`src/rtl/bus_pkg.sv`:
```
// Shared types and defaults for the bus fabric: FSM states, error causes, size codes
// and the memory map of the six current slaves.
package bus_pkg;

  typedef enum logic [1:0] {
    ST_IDLE,
    ST_ACCESS,
    ST_RESP
  } state_t;

  localparam logic [2:0] ERR_NONE     = 3'd0;
  localparam logic [2:0] ERR_UNMAPPED = 3'd1;
  localparam logic [2:0] ERR_MISALIGN = 3'd2;
  localparam logic [2:0] ERR_WPROT    = 3'd3;
  localparam logic [2:0] ERR_TIMEOUT  = 3'd4;
  localparam logic [2:0] ERR_RDWR     = 3'd5;

  localparam logic [2:0] SIZE_BYTE = 3'd0;
  localparam logic [2:0] SIZE_HALF = 3'd1;
  localparam logic [2:0] SIZE_WORD = 3'd2;

  // ROM, RAM, sysctrl, disk, USB, signal tap
  localparam logic [6*32-1:0] DEF_BASE = {
    32'h4003_0000, 32'h4002_0000, 32'h4001_0000,
    32'h4000_0000, 32'h1000_0000, 32'h0000_0000
  };
  localparam logic [6*32-1:0] DEF_MASK = {
    32'h0000_FFFF, 32'h0000_FFFF, 32'h0000_FFFF,
    32'h0000_FFFF, 32'h0FFF_FFFF, 32'h0000_FFFF
  };
  localparam logic [31:0] DEF_ERR_DATA = 32'hDEAD_BEEF;

  function automatic logic size_fault(input logic [2:0] size, input logic [1:0] lsb);
    case (size)
      SIZE_BYTE: return 1'b0;
      SIZE_HALF: return lsb[0];
      SIZE_WORD: return |lsb;
      default:   return 1'b1;
    endcase
  endfunction

endpackage

```
`src/rtl/bus_fabric_if.sv`:
```
// Master-side request/response and per-slave strobe bundle of the fabric.
// The fabric plugs in through the slave modport; the CPU/peripheral side uses master.
interface bus_fabric_if #(
  parameter int NUM_SLAVES = 6,
  parameter int ADDR_W     = 32,
  parameter int DATA_W     = 32
);
  logic [ADDR_W-1:0]            m_addr;
  logic [DATA_W-1:0]            m_wdata;
  logic [2:0]                   m_size;
  logic                         m_read;
  logic                         m_write;
  logic [DATA_W-1:0]            m_rdata;
  logic                         m_busy;
  logic                         m_error;
  logic [2:0]                   m_err_code;
  logic [NUM_SLAVES*ADDR_W-1:0] s_addr;
  logic [DATA_W-1:0]            s_wdata;
  logic [2:0]                   s_size;
  logic [NUM_SLAVES-1:0]        s_read;
  logic [NUM_SLAVES-1:0]        s_write;
  logic [NUM_SLAVES*DATA_W-1:0] s_rdata;
  logic [NUM_SLAVES-1:0]        s_ready;

  modport slave (
    input  m_addr, m_wdata, m_size, m_read, m_write, s_rdata, s_ready,
    output m_rdata, m_busy, m_error, m_err_code, s_addr, s_wdata, s_size, s_read, s_write
  );

  modport master (
    output m_addr, m_wdata, m_size, m_read, m_write, s_rdata, s_ready,
    input  m_rdata, m_busy, m_error, m_err_code, s_addr, s_wdata, s_size, s_read, s_write
  );
endinterface

```
`src/rtl/bus_addr_decoder.sv`:
```
// Combinational base/mask window decode; overlapping windows resolve to the lowest index.
module bus_addr_decoder
  import bus_pkg::*;
#(
  parameter int NUM_SLAVES = 6,
  parameter int ADDR_W     = 32,
  parameter int IDX_W      = 3,
  parameter logic [NUM_SLAVES*ADDR_W-1:0] SLAVE_BASE = '0,
  parameter logic [NUM_SLAVES*ADDR_W-1:0] SLAVE_MASK = '0
) (
  input  logic [ADDR_W-1:0]     addr,
  output logic [NUM_SLAVES-1:0] hit,
  output logic                  any_hit,
  output logic [IDX_W-1:0]      sel
);
  logic [NUM_SLAVES-1:0] raw;

  always_comb begin
    raw = '0;
    hit = '0;
    sel = '0;
    for (int i = 0; i < NUM_SLAVES; i++) begin
      raw[i] = ((addr & ~SLAVE_MASK[i*ADDR_W +: ADDR_W]) ==
                (SLAVE_BASE[i*ADDR_W +: ADDR_W] & ~SLAVE_MASK[i*ADDR_W +: ADDR_W]));
    end
    // walk downwards so the lowest hitting index is the last one written
    for (int i = NUM_SLAVES - 1; i >= 0; i--) begin
      if (raw[i]) begin
        hit    = '0;
        hit[i] = 1'b1;
        sel    = IDX_W'(i);
      end
    end
  end

  assign any_hit = |raw;
endmodule

```
`src/rtl/bus_fabric.sv`:
```
// Single-master interconnect: decodes, strobes one slave until ready or timeout,
// then holds the response (data/error/cause) until the master drops its request.
module bus_fabric
  import bus_pkg::*;
#(
  parameter int NUM_SLAVES = 6,
  parameter int ADDR_W     = 32,
  parameter int DATA_W     = 32,
  parameter logic [NUM_SLAVES*ADDR_W-1:0] SLAVE_BASE = DEF_BASE,
  parameter logic [NUM_SLAVES*ADDR_W-1:0] SLAVE_MASK = DEF_MASK,
  parameter logic [NUM_SLAVES-1:0]        WR_ALLOW   = 6'b111110,
  parameter int TIMEOUT = 255,
  parameter logic [DATA_W-1:0]            ERR_DATA   = DEF_ERR_DATA
) (
  input logic        clk,
  input logic        rst_n,
  bus_fabric_if.slave bus
);
  localparam int IDX_W = (NUM_SLAVES > 1) ? $clog2(NUM_SLAVES) : 1;
  localparam int CNT_W = 16;

  state_t              state, state_nxt;
  logic [ADDR_W-1:0]   addr_q;
  logic [DATA_W-1:0]   wdata_q, rdata_q;
  logic [2:0]          size_q, code_q, fault_code;
  logic                wr_q, error_q;
  logic [IDX_W-1:0]    sel_q, dec_sel;
  logic [CNT_W-1:0]    cnt;
  logic [NUM_SLAVES-1:0] dec_hit, sel_oh;
  logic                dec_any, req, ready_sel, cnt_done;

  bus_addr_decoder #(
    .NUM_SLAVES (NUM_SLAVES),
    .ADDR_W     (ADDR_W),
    .IDX_W      (IDX_W),
    .SLAVE_BASE (SLAVE_BASE),
    .SLAVE_MASK (SLAVE_MASK)
  ) u_dec (
    .addr    (bus.m_addr),
    .hit     (dec_hit),
    .any_hit (dec_any),
    .sel     (dec_sel)
  );

  assign req       = bus.m_read | bus.m_write;
  assign ready_sel = bus.s_ready[sel_q];
  assign cnt_done  = (cnt == CNT_W'(TIMEOUT - 1));
  assign sel_oh    = NUM_SLAVES'(1) << sel_q;

  always_comb begin
    fault_code = ERR_NONE;
    if (bus.m_read && bus.m_write)                             fault_code = ERR_RDWR;
    else if (size_fault(bus.m_size, bus.m_addr[1:0]))          fault_code = ERR_MISALIGN;
    else if (!dec_any)                                         fault_code = ERR_UNMAPPED;
    else if (bus.m_write && |(dec_hit & ~WR_ALLOW))            fault_code = ERR_WPROT;
  end

  always_ff @(posedge clk or negedge rst_n) begin
    if (!rst_n) state <= ST_IDLE;
    else        state <= state_nxt;
  end

  always_comb begin
    state_nxt = state;
    case (state)
      ST_IDLE:   if (req) state_nxt = (fault_code != ERR_NONE) ? ST_RESP : ST_ACCESS;
      ST_ACCESS: if (ready_sel || cnt_done) state_nxt = ST_RESP;
      ST_RESP:   if (!req) state_nxt = ST_IDLE;
      default:   state_nxt = ST_IDLE;
    endcase
  end

  always_comb begin
    bus.s_read  = '0;
    bus.s_write = '0;
    if (state == ST_ACCESS) begin
      if (wr_q) bus.s_write = sel_oh;
      else      bus.s_read  = sel_oh;
    end
    bus.m_busy = req && (state != ST_RESP);
  end

  always_ff @(posedge clk or negedge rst_n) begin
    if (!rst_n) begin
      addr_q  <= '0;
      wdata_q <= '0;
      size_q  <= '0;
      wr_q    <= 1'b0;
      sel_q   <= '0;
      cnt     <= '0;
      rdata_q <= '0;
      error_q <= 1'b0;
      code_q  <= ERR_NONE;
    end else begin
      case (state)
        ST_IDLE: if (req) begin
          addr_q  <= bus.m_addr;
          wdata_q <= bus.m_wdata;
          size_q  <= bus.m_size;
          wr_q    <= bus.m_write;
          sel_q   <= dec_sel;
          cnt     <= '0;
          if (fault_code != ERR_NONE) begin
            rdata_q <= ERR_DATA;
            error_q <= 1'b1;
            code_q  <= fault_code;
          end
        end
        ST_ACCESS: begin
          if (ready_sel) begin
            rdata_q <= bus.s_rdata[int'(sel_q)*DATA_W +: DATA_W];
            error_q <= 1'b0;
            code_q  <= ERR_NONE;
          end else if (cnt_done) begin
            rdata_q <= ERR_DATA;
            error_q <= 1'b1;
            code_q  <= ERR_TIMEOUT;
          end else begin
            cnt <= cnt + 1'b1;
          end
        end
        default: ;
      endcase
    end
  end

  always_comb begin
    for (int i = 0; i < NUM_SLAVES; i++) bus.s_addr[i*ADDR_W +: ADDR_W] = addr_q & SLAVE_MASK[i*ADDR_W +: ADDR_W];
  end

  assign bus.s_wdata    = wdata_q;
  assign bus.s_size     = size_q;
  assign bus.m_rdata    = rdata_q;
  assign bus.m_error    = error_q;
  assign bus.m_err_code = code_q;
endmodule

```
`src/flat_wrapper.sv`:
```
// flat-port wrapper written by rule: the top's interface ports become plain ports
module bus_fabric_flat import bus_pkg::*;
#(
  parameter int NUM_SLAVES = 6,
  parameter int ADDR_W     = 32,
  parameter int DATA_W     = 32,
  parameter logic [NUM_SLAVES*ADDR_W-1:0] SLAVE_BASE = DEF_BASE,
  parameter logic [NUM_SLAVES*ADDR_W-1:0] SLAVE_MASK = DEF_MASK,
  parameter logic [NUM_SLAVES-1:0]        WR_ALLOW   = 6'b111110,
  parameter int TIMEOUT = 255,
  parameter logic [DATA_W-1:0]            ERR_DATA   = DEF_ERR_DATA
)
  (clk, rst_n, bus_m_addr, bus_m_wdata, bus_m_size, bus_m_read, bus_m_write, bus_s_rdata, bus_s_ready, bus_m_rdata, bus_m_busy, bus_m_error, bus_m_err_code, bus_s_addr, bus_s_wdata, bus_s_size, bus_s_read, bus_s_write);
  bus_fabric_if #(.NUM_SLAVES(NUM_SLAVES), .ADDR_W(ADDR_W), .DATA_W(DATA_W)) bus_i ();
  input logic clk;
  input logic rst_n;
  input wire logic [$bits(bus_i.m_addr)-1:0] bus_m_addr;
  input wire logic [$bits(bus_i.m_wdata)-1:0] bus_m_wdata;
  input wire logic [$bits(bus_i.m_size)-1:0] bus_m_size;
  input wire logic [$bits(bus_i.m_read)-1:0] bus_m_read;
  input wire logic [$bits(bus_i.m_write)-1:0] bus_m_write;
  input wire logic [$bits(bus_i.s_rdata)-1:0] bus_s_rdata;
  input wire logic [$bits(bus_i.s_ready)-1:0] bus_s_ready;
  output wire logic [$bits(bus_i.m_rdata)-1:0] bus_m_rdata;
  output wire logic [$bits(bus_i.m_busy)-1:0] bus_m_busy;
  output wire logic [$bits(bus_i.m_error)-1:0] bus_m_error;
  output wire logic [$bits(bus_i.m_err_code)-1:0] bus_m_err_code;
  output wire logic [$bits(bus_i.s_addr)-1:0] bus_s_addr;
  output wire logic [$bits(bus_i.s_wdata)-1:0] bus_s_wdata;
  output wire logic [$bits(bus_i.s_size)-1:0] bus_s_size;
  output wire logic [$bits(bus_i.s_read)-1:0] bus_s_read;
  output wire logic [$bits(bus_i.s_write)-1:0] bus_s_write;
  assign bus_i.m_addr = bus_m_addr;
  assign bus_i.m_wdata = bus_m_wdata;
  assign bus_i.m_size = bus_m_size;
  assign bus_i.m_read = bus_m_read;
  assign bus_i.m_write = bus_m_write;
  assign bus_i.s_rdata = bus_s_rdata;
  assign bus_i.s_ready = bus_s_ready;
  assign bus_m_rdata = bus_i.m_rdata;
  assign bus_m_busy = bus_i.m_busy;
  assign bus_m_error = bus_i.m_error;
  assign bus_m_err_code = bus_i.m_err_code;
  assign bus_s_addr = bus_i.s_addr;
  assign bus_s_wdata = bus_i.s_wdata;
  assign bus_s_size = bus_i.s_size;
  assign bus_s_read = bus_i.s_read;
  assign bus_s_write = bus_i.s_write;
  bus_fabric #(.NUM_SLAVES(NUM_SLAVES), .ADDR_W(ADDR_W), .DATA_W(DATA_W), .SLAVE_BASE(SLAVE_BASE), .SLAVE_MASK(SLAVE_MASK), .WR_ALLOW(WR_ALLOW), .TIMEOUT(TIMEOUT), .ERR_DATA(ERR_DATA)) u_core (.clk(clk), .rst_n(rst_n), .bus(bus_i));
endmodule
```
`config.mk`:
```
export PLATFORM = sky130hd
export DESIGN_NAME = bus_fabric_flat
export DESIGN_NICKNAME = d
export VERILOG_FILES = /design/src/rtl/bus_pkg.sv /design/src/rtl/bus_fabric_if.sv /design/src/rtl/bus_addr_decoder.sv /design/src/rtl/bus_fabric.sv /design/src/flat_wrapper.sv
export SDC_FILE = /design/constraint.sdc
export NUM_CORES = 1
export LEC_CHECK = 0
export CAP_MARGIN = 20
export CORE_AREA = 2 2 212 214
export CTS_BUF_LIST = sky130_fd_sc_hd__clkbuf_16
export CTS_CLUSTER_DIAMETER = 150
export DETAILED_ROUTE_END_ITERATION = 12
export DIE_AREA = 0 0 214 216
export HOLD_SLACK_MARGIN = 0.03
export PLACE_DENSITY = 0.46
export SYNTH_ARGS = -nofsm -noshare
export SYNTH_HDL_FRONTEND = slang
export SYNTH_SLANG_ARGS = --single-unit
export TNS_END_PERCENT = 5
```
`constraint.sdc`:
```
create_clock -name clk -period 1.87 [get_ports clk]
set_input_delay 0.2805 -clock clk [delete_from_list [all_inputs] [get_ports clk]]
set_output_delay 0.2805 -clock clk [all_outputs]
set_load 0.05 [all_outputs]
```
After elaboration in Yosys (flattened, before gate mapping)
Cells that the tools add are included.
{"block": "classes", "n_addsub": 1, "shift": 2, "n_reduce_logical": 15, "mul": 0, "n_lt_le_gt_ge": 1, "muxes": 47, "n_bitwise": 1, "n_eq_ne": 18, "div_mod_pow": 0}
{"op": "$shiftx A192 B9 Y32", "n": 1}
{"op": "$mux W32", "n": 4}
{"op": "$eq A16 B15 Y1 const B", "n": 4}
{"op": "$pmux W32 S2", "n": 1}
{"op": "$mux W16", "n": 3}
{"op": "$mux W3", "n": 13}
{"op": "$logic_not A32 Y1", "n": 1}
{"op": "$pmux W16 S2", "n": 1}
{"op": "$mux W6", "n": 4}
{"op": "$add A16 B1 Y16 const B", "n": 1}
{"op": "$eq A16 B8 Y1 const B", "n": 1}
{"op": "$mux W1", "n": 11}
{"op": "$mux W2", "n": 5}
{"op": "$ne A2 B2 Y1 const B", "n": 4}
{"op": "$reduce_and A4 Y1", "n": 2}
{"op": "$ne A2 B1 Y1 const B", "n": 3}
{"op": "$pmux W2 S3", "n": 1}
{"op": "$pmux W3 S2", "n": 1}
{"op": "$reduce_or A6 Y1", "n": 1}
{"op": "$shl A1 B3 Y6 const A", "n": 1}
{"op": "$eq A4 B1 Y1 const B", "n": 1}
{"op": "$lt A3 B4 Y1 const B", "n": 1}
{"op": "$bmux W1 S3", "n": 1}
{"op": "$eq A3 B1 Y1 const B", "n": 1}
{"op": "other kinds (16)", "n": 18}
{"block": "totals", "latchBits": 0, "word_cells": 95, "rom_bits": 0, "memories": 0, "input_bits": 269, "ramBits": 0, "regBits": 121, "out_inout_bits": 276}

Logic depth before layout (Yosys ltp)
Gate-level depths: netlist (run 1).
{"block": "logic_depth", "word_depth": 15, "ltp_mapped": 8, "depth_no_buf": 7}

Cells and area by module
A second synthesis (run 1) with hierarchy kept.
{"block": "unflattened", "cells_unflattened": 850, "area_unflattened_um2": 7795.0}
{"module": "bus_fabric", "n_inst": 1, "cells_each": 828, "seq_area_each_um2": 3027.9, "area_per_inst_um2": 7624.8}
{"module": "bus_addr_decoder", "n_inst": 1, "cells_each": 22, "seq_area_each_um2": 0.0, "area_per_inst_um2": 170.2}

Worst setup path before layout (run 1)
No wires, ideal clock.
{"block": "synth_path", "path_type": "register to output", "from": "register u_core.sel_q[0]", "to": "output bus_s_read[4]", "required_ps": 1590, "t_arrival_ps": 2417, "n_path_buf": 3, "setup_slack_ps": -828, "stages_incl_launch_ff": 5, "cell_sequence": "dfrtp_1 buf_2 buf_2 clkbuf_1 nor4_1"}
{"block": "synth_between", "elab_chain_cells": 3}
{"item": "start: declaration", "line": "bus_fabric.sv:27", "rtl": "logic [IDX_W-1:0] sel_q, dec_sel;"}
{"item": "start signal: assignment", "line": "bus_fabric.sv:101", "rtl": "sel_q <= dec_sel;"}
{"item": "$shl A1 B3 Y6", "line": "bus_fabric.sv:48", "rtl": "assign sel_oh = NUM_SLAVES'(1) << sel_q;"}
{"item": "$mux W6", "line": "bus_fabric.sv:77", "rtl": "if (wr_q) bus.s_write = sel_oh;"}
{"item": "$mux W6", "line": "bus_fabric.sv:76", "rtl": "if (state == ST_ACCESS) begin"}
{"item": "end: declaration", "line": "flat_wrapper.sv:31", "rtl": "output wire logic [$bits(bus_i.s_read)-1:0] bus_s_read;"}
Every way passes these cells.

Final worst setup path (run 1)
{"block": "layout_path", "from": "register u_core.sel_q[0]", "to": "register u_core.cnt[3]"}
{"block": "layout_between", "elab_chain_cells": 4}
{"item": "$bmux W1 S3", "line": "bus_fabric.sv:46", "rtl": "assign ready_sel = bus.s_ready[sel_q];"}
{"item": "$mux W1 (implied by the code)", "line": "bus_fabric.sv:46"}
{"item": "$ne A2 B2 Y1 (no line)"}
{"item": "$reduce_and A4 Y1 (no line)"}
{"item": "end signal: assignment", "line": "bus_fabric.sv:119", "rtl": "cnt <= cnt + 1'b1;"}
{"item": "end: declaration", "line": "bus_fabric.sv:28", "rtl": "logic [CNT_W-1:0] cnt;"}
Every way passes these cells. The select of a mux whose other input is x is not followed.
A chain may end at the register's enable or synchronous reset.

==> metrics, run 1 <==
maximum VDD drop=0.00118 V; setup TNS=-15.16 ns; Clock Tree Buf Depth=2; Non-Filler Instances=1,881; vias in the first global route=7,484; Setup Crit Path Kind=reg2reg; leakage=6.14 nW; Compound-Gate Fraction of Synth Area=0.0957; Worst-path clk slew=0.06 ns; Synth cell types=48; Max Slew Vio Count=0; area grow syn2layout=75.0%; WP buf/inv=1; Slowest-stage cell, CP=mux4_2; Yosys top cell by area=dfrtp_1; Multi-input gate area=0.00377 sq mm; class of the worst hold path=in2reg; most instantiated cells after synthesis=218 x nand2_1, 164 x buf_4, 121 x dfrtp_1, 50 x nor2_1, 35 x a21oi_1; outcome=finished, violations left; initial antenna violation count=1; ANT nets after route=0; Main synth FF type=dfrtp_1; post-route DRC violation count=0; final setup fails=64; Gate Count Post-Synth=837; DR pass1 iterations=6; CP peak stage delay=0.56 ns; worst-path maximum fanout=6; DR iter-0 viols=313; Final Hold Viols=0; cell chosen for the clock root=clkbuf_16; HPWL after detailed placement=24,900 um; share of layout cells above drive strength 1=0.268; crit path DAT=2.57 ns; first-pass GRT wire length=48,000 um; PwrDens=1460 mW/mm^2; delay-heaviest family, CP=simple AND/OR/NAND/NOR gates; Worst Setup Start Kind=flip-flop; via/cell ratio=3.86; CTS Sinks=121; Die W=214 um; ys async rst share=1.00; failing checks=setup timing; worst slack, placed=-1.05 ns; drt wl/cell=17.0 um; Critical Path RT=2.23 ns; vias=7,257; Register Area=0.00304 sq mm; NumNets Final=1,547; crit-path cells=mux4_2, a2bb2oi_4, buf_6, nor2_4, a21o_4, or4_1, nand2_1; Clock Latency Late Sink=0.42 ns; synthesized area=0.00769 sq mm; largest net degree at the start of global routing=44; syn avg cell area=9.18 sq um; CTS tree=yes; placed insts=1,840; Total Routing Usage GR=0.136; post-synthesis simple-gate area fraction=0.167; worst reg-to-reg setup slack=-0.34 ns; Rows=77; fmax=452 MHz; Yosys top cell area share=0.394; Clock Skew=0.0107 ns; slew margin rel.=0.629; die area=0.0462 sq mm; setup ws final=-0.341 ns; post-synthesis mux area share=0.142; main combinational cell family by area after synthesis=buffers and inverters; total wire length=32,100 um; Final period util=1.18; EDFF count, synth=0; Ports=545; Tmin final=2.21 ns; MaxCap Viol Count=0; most common cell in the netlist=nand2_1; core box area=0.0438 sq mm; Die H=216 um; global route total overflow=0; Yosys reg bits=121; fill count=4,645; Adder-Cell Fraction of Synth Area=0.00326; Initial Util=0.175; H-tree levels=4; register area share after synthesis=0.394; Yosys warning count=0; worst slew pin tran=0.556 ns; xor and xnor area share after synthesis=0.00911; Synth area leaders=dfrtp_1 39%, buf_4 16%, nand2_1 11%; nature of the critical path endpoint=flip-flop; CTS Buf Count=17; RD Place Congestion=0.809; I/O Buffers=460; RSZ-0062 raised after global routing=true
## cell type report
cell class | count | share of cell area
Timing Repair Buffer | 545 | 0.393
Multi-Input combinational cell | 584 | 0.280
Sequential cell | 121 | 0.226
Tap cell | 592 | 0.0550
Clock buffer | 17 | 0.0316
Clock inverter | 14 | 0.0128
Inverter | 7 | 0.00205
Antenna cell | 1 | 0.000186
## path summary, 6_finish.rpt
check | depth (start not counted) | to | startpoint
min | 3 | u_core.addr_q[25] | bus_m_addr[25]
min in group asynchronous | 2 | u_core.bus.s_wdata[14] | rst_n
min reg2reg | 2 | u_core.bus.s_wdata[30] | u_core.bus.s_wdata[30]
max reg2reg | 7 | u_core.cnt[3] | u_core.sel_q[0]
max in group asynchronous | 3 | u_core.bus.m_rdata[18] | rst_n
max | 7 | u_core.cnt[3] | u_core.sel_q[0]
## cells in the final DEF, fill, tap and decap left out, types with 8 or more instances in the layout
cell	n
a21oi_1	33
a22o_1	10
a2bb2oi_1	20
buf_12	16
buf_4	202
buf_6	10
clkbuf_16	17
clkdlybuf4s50_1	262
conb_1	84
dfrtp_1	117
dlymetal6s2s_1	46
mux2i_1	34
mux4_2	33
nand2_1	217
nand3_1	11
nor2_1	42
o21ai_0	17
xnor2_1	8
## flip-flops by register name, indices dropped and copies added (netlist names)
| register | cells |
|---|---|
| u_core.addr_q | 28 |
| u_core.bus.m_err_code | 3 |
| u_core.bus.m_error | 1 |
| u_core.bus.m_rdata | 32 |
| u_core.bus.s_size | 3 |
| u_core.bus.s_wdata | 32 |
| u_core.cnt | 16 |
| u_core.sel_q | 3 |
| u_core.state | 2 |
| u_core.wr_q | 1 |
## logic make-up after synthesis
group                    Yosys count
adder cells (fa/ha/maj)            2
flip-flops                       121
XOR/XNOR                           8
buffers and inverters            216
other                              1
multiplexers                      68
AO/OA/AOI/OAI                    107
AND/OR/NAND/NOR                  314
## power breakdown
group          switching (W)  internal, W  total (W)
Combinational        0.00835      0.00384     0.0122
Clock                0.00136      0.00210    0.00346
Sequential          0.000633      0.00334    0.00398
## through the flow
step | total power [W] | instance area [sq um] | hold slack, ns | util
after floorplan | 0.0129 | 8020 | -0.0151 | -
after global placement | 0.0160 | 12400 | 0.265 | 0.283
after detailed placement | 0.0161 | 12400 | 0.269 | 0.283
after CTS | 0.0199 | 13300 | 0.251 | 0.303
after global routing | 0.0206 | 13500 | 0.229 | 0.307
final | 0.0196 | 13500 | 0.194 | 0.307
## timing repair
| action | in CTS | in global routing |
|---|---|---|
| endpoints found under the setup margin | 109 | 109 |
| cloned | 3 | 0 |
| buffers inserted | 5 | 0 |
| pin swaps | 11 | 7 |
| hold endpoints to repair | 40 | 0 |
| gates resized for setup | 49 | 60 |
| hold buffers | 1 | 0 |
## worst register-to-register path, cell delays in order (launching register included)
cell	delay, ns
dfrtp_4	0.46
mux4_2	0.57
a2bb2oi_4	0.21
buf_6	0.13
nor2_4	0.04
a21o_4	0.21
or4_1	0.47
nand2_1	0.07
## routing by layer
metal  vias up  part of all wire  track usage  wire (um)
met2       271              0.51        0.238      16400
li1       3475                 -            -          -
met3        23             0.064       0.0389       2060
met5         -                 0            0          0
met4         0             0.015       0.0343        495
met1      3488              0.41        0.164      13100
(Power assumes the default switching activity.)
==> run 2: changes to the inputs <==
--- a/config.mk
+++ b/config.mk
@@ -13,6 +13,7 @@
 export DIE_AREA = 0 0 214 216
 export HOLD_SLACK_MARGIN = 0.03
 export PLACE_DENSITY = 0.46
+export RECOVER_POWER = 50
 export SYNTH_ARGS = -nofsm -noshare
 export SYNTH_HDL_FRONTEND = slang
 export SYNTH_SLANG_ARGS = --single-unit
==> run 2 against run 1 <==
Net effect:
- the flow still finishes with violations (setup timing)
- sequential power hardly changed
- clock-buffer cell count unchanged
- maximum frequency about the same
- first-iteration DRC count up 8.9%
- global-route usage did not move
- power shrank 2.0%
- final cell count unchanged
- sequential cell count unchanged
- sequential share of layout area is 0.41 points higher
- combinational power is 3% lower
- clock skew shrank 0.00097 ns
- critical endpoint unchanged
- highest routed layer unchanged
==> metrics, run 2 (synthesized netlist as in run 1, its figures left out) <==
outcome=finished, violations left; failing checks=setup timing; R2R cell count=7 (unchanged); Worst Setup Start Kind=flip-flop; most frequent cells in the layout=262 x clkdlybuf4s50_1, 217 x nand2_1, 139 x buf_4, 117 x dfrtp_1, 84 x conb_1; hold-critical path depth=3 (unchanged); Total Routing Usage GR=0.136 (unchanged); Initial Util=0.175 (unchanged); hold_ws=0.193 ns (-0.000503 ns); worst reg-to-reg setup slack=-0.34 ns (about the same); ANT nets after route=0 (unchanged); Clock Latency Late Sink=0.42 ns (about the same); post-route DRC violation count=0 (unchanged); Clock Skew=0.00969 ns (-0.000966 ns); maximum VDD drop=0.00115 V (-2.0%); worst slew pin tran=1.38 ns (+0.822 ns); r2r endpoint=u_core.cnt[3]; cell chosen for the clock root=clkbuf_16; Pint=0.00890 W (-4.1%); Ports=545 (unchanged); MaxCap Viol Count=0 (unchanged); global route total overflow=0 (unchanged); total wire length=32,100 um (about the same); CTS Sinks=121 (unchanged); die area=0.0462 sq mm (unchanged); worst slack, placed=-1.05 ns (unchanged); class of the worst hold path=in2reg; placed insts=1,840 (unchanged); CTS Buf Count=17 (unchanged); DR pass1 iterations=4 (-2); Critical Path RT=2.23 ns (about the same); area grow syn2layout=71.9%; H-tree levels=4 (unchanged); Worst-path clk slew=0.06 ns (about the same); HPWL after detailed placement=24,900 um (unchanged); vias in the first global route=7,484 (unchanged); Die W=214 um (unchanged); worst-path maximum fanout=6 (unchanged); crit path DAT=2.57 ns (about the same); fraction of power spent switching nets=0.537 (+0.0102); hold wc startpoint=bus_m_addr[25]; Final Hold Viols=0 (unchanged); drt wl/cell=17.1 um (about the same); leakage=5.92 nW (-3.6%); nature of the critical path endpoint=flip-flop; core box area=0.0438 sq mm (unchanged); largest net degree at the start of global routing=44 (unchanged); first-pass GRT wire length=48,000 um (unchanged); worst hold endpoint=u_core.addr_q[25]; Critical R2R Launch=u_core.sel_q[0]; NetSw=0.0103 W (-0.14%); CTS tree=yes; Non-Filler Instances=1,881 (unchanged); setup ws final=-0.342 ns (-0.00105 ns); RSZ-0062 raised after global routing=true; Tmin final=2.21 ns (+0.00105 ns); RD Place Congestion=0.809 (unchanged); Comb power frac=0.614 (-0.007); Setup Crit Path Kind=reg2reg; PwrDens=1450 mW/mm^2 (-0.24%); Final period util=1.18 (about the same); Seq pwr share=0.206 (+0.003); initial antenna violation count=1 (unchanged); Max Slew Vio Count=0 (unchanged); I/O Buffers=460 (unchanged); DR iter-0 viols=341 (+8.9%); Rows=77 (unchanged); final setup fails=64 (unchanged); setup TNS=-14.97 ns (+0.193 ns); NumNets Final=1,547 (unchanged); via/cell ratio=3.87 (+0.29%); slew margin rel.=0.0815 (-0.547); Clock power frac=0.180 (+0.004); share of layout cells above drive strength 1=0.223 (-0.0450); fmax=452 MHz (about the same); Clock Tree Buf Depth=2 (unchanged); most common cell after layout, fill and taps aside=clkdlybuf4s50_1; Die H=216 um (unchanged); vias=7,278 (+0.29%)
-- run 2: layout make-up --
class	count	area [sq um]
Inverter	7	27.5
Antenna cell	1	2.50
Tap cell	592	741
Timing Repair Buffer	545	5040
Clock inverter	14	173
Sequential cell	121	3040
Clock buffer	17	425
Fill cell	4707	30600
Multi-Input combinational cell	584	3770
-- run 2: power by group through the flow --
stage / combinational [W] / sequential, W / clock (W)
floorplan: 0.00659 / 0.00635 / 0
global placement: 0.0120 / 0.00399 / 0
detailed placement: 0.0120 / 0.00403 / 0
CTS: 0.0123 / 0.00400 / 0.00359
global route: 0.0124 / 0.00411 / 0.00371
finish: 0.0118 / 0.00396 / 0.00346
-- run 2: metal layers --
layer,track usage,vias up,wire length (um)
li1,-,3478,-
met1,0.164,3507,13300
met2,0.238,272,16300
met3,0.0389,21,1980
met4,0.0343,0,461
met5,0,-,0
-- run 2: worst max-delay path: stages (launching register included) --
cell,delay (ns)
dfrtp_4,0.47
mux4_2,0.56
a2bb2oi_4,0.20
buf_6,0.13
nor2_4,0.04
a21o_4,0.21
or4_1,0.47
nand2_1,0.07
-- run 2: how the worst max path moves through the flow --
stage          slack [ns]       startpoint                endpoint
5_1_grt             -0.40  u_core.sel_q[0]           u_core.cnt[3]
3_3_place_gp        -1.10   bus_m_addr[19]         u_core.state[1]
4_1_cts             -0.36  u_core.sel_q[0]           u_core.cnt[3]
6_report            -0.34  u_core.sel_q[0]           u_core.cnt[3]
2_1_floorplan       -0.23  u_core.sel_q[0]           bus_s_read[3]
3_5_place_dp        -1.05   bus_m_addr[18]  u_core.bus.m_rdata[24]
-- run 2: metrics by stage --
stage | util | cell area [sq um] | power (W)
floorplan | - | 8020 | 0.0129
global placement | 0.283 | 12400 | 0.0160
detailed placement | 0.283 | 12400 | 0.0161
CTS | 0.303 | 13300 | 0.0199
global route | 0.301 | 13200 | 0.0202
finish | 0.301 | 13200 | 0.0192
-- run 2: repair_timing --
item	in CTS	in global routing
hold endpoints to repair	40	0
buffers inserted	5	0
gates resized for setup	49	60
setup endpoints to repair	109	109
cloned	3	0
hold buffers	1	0
pin swaps	11	7
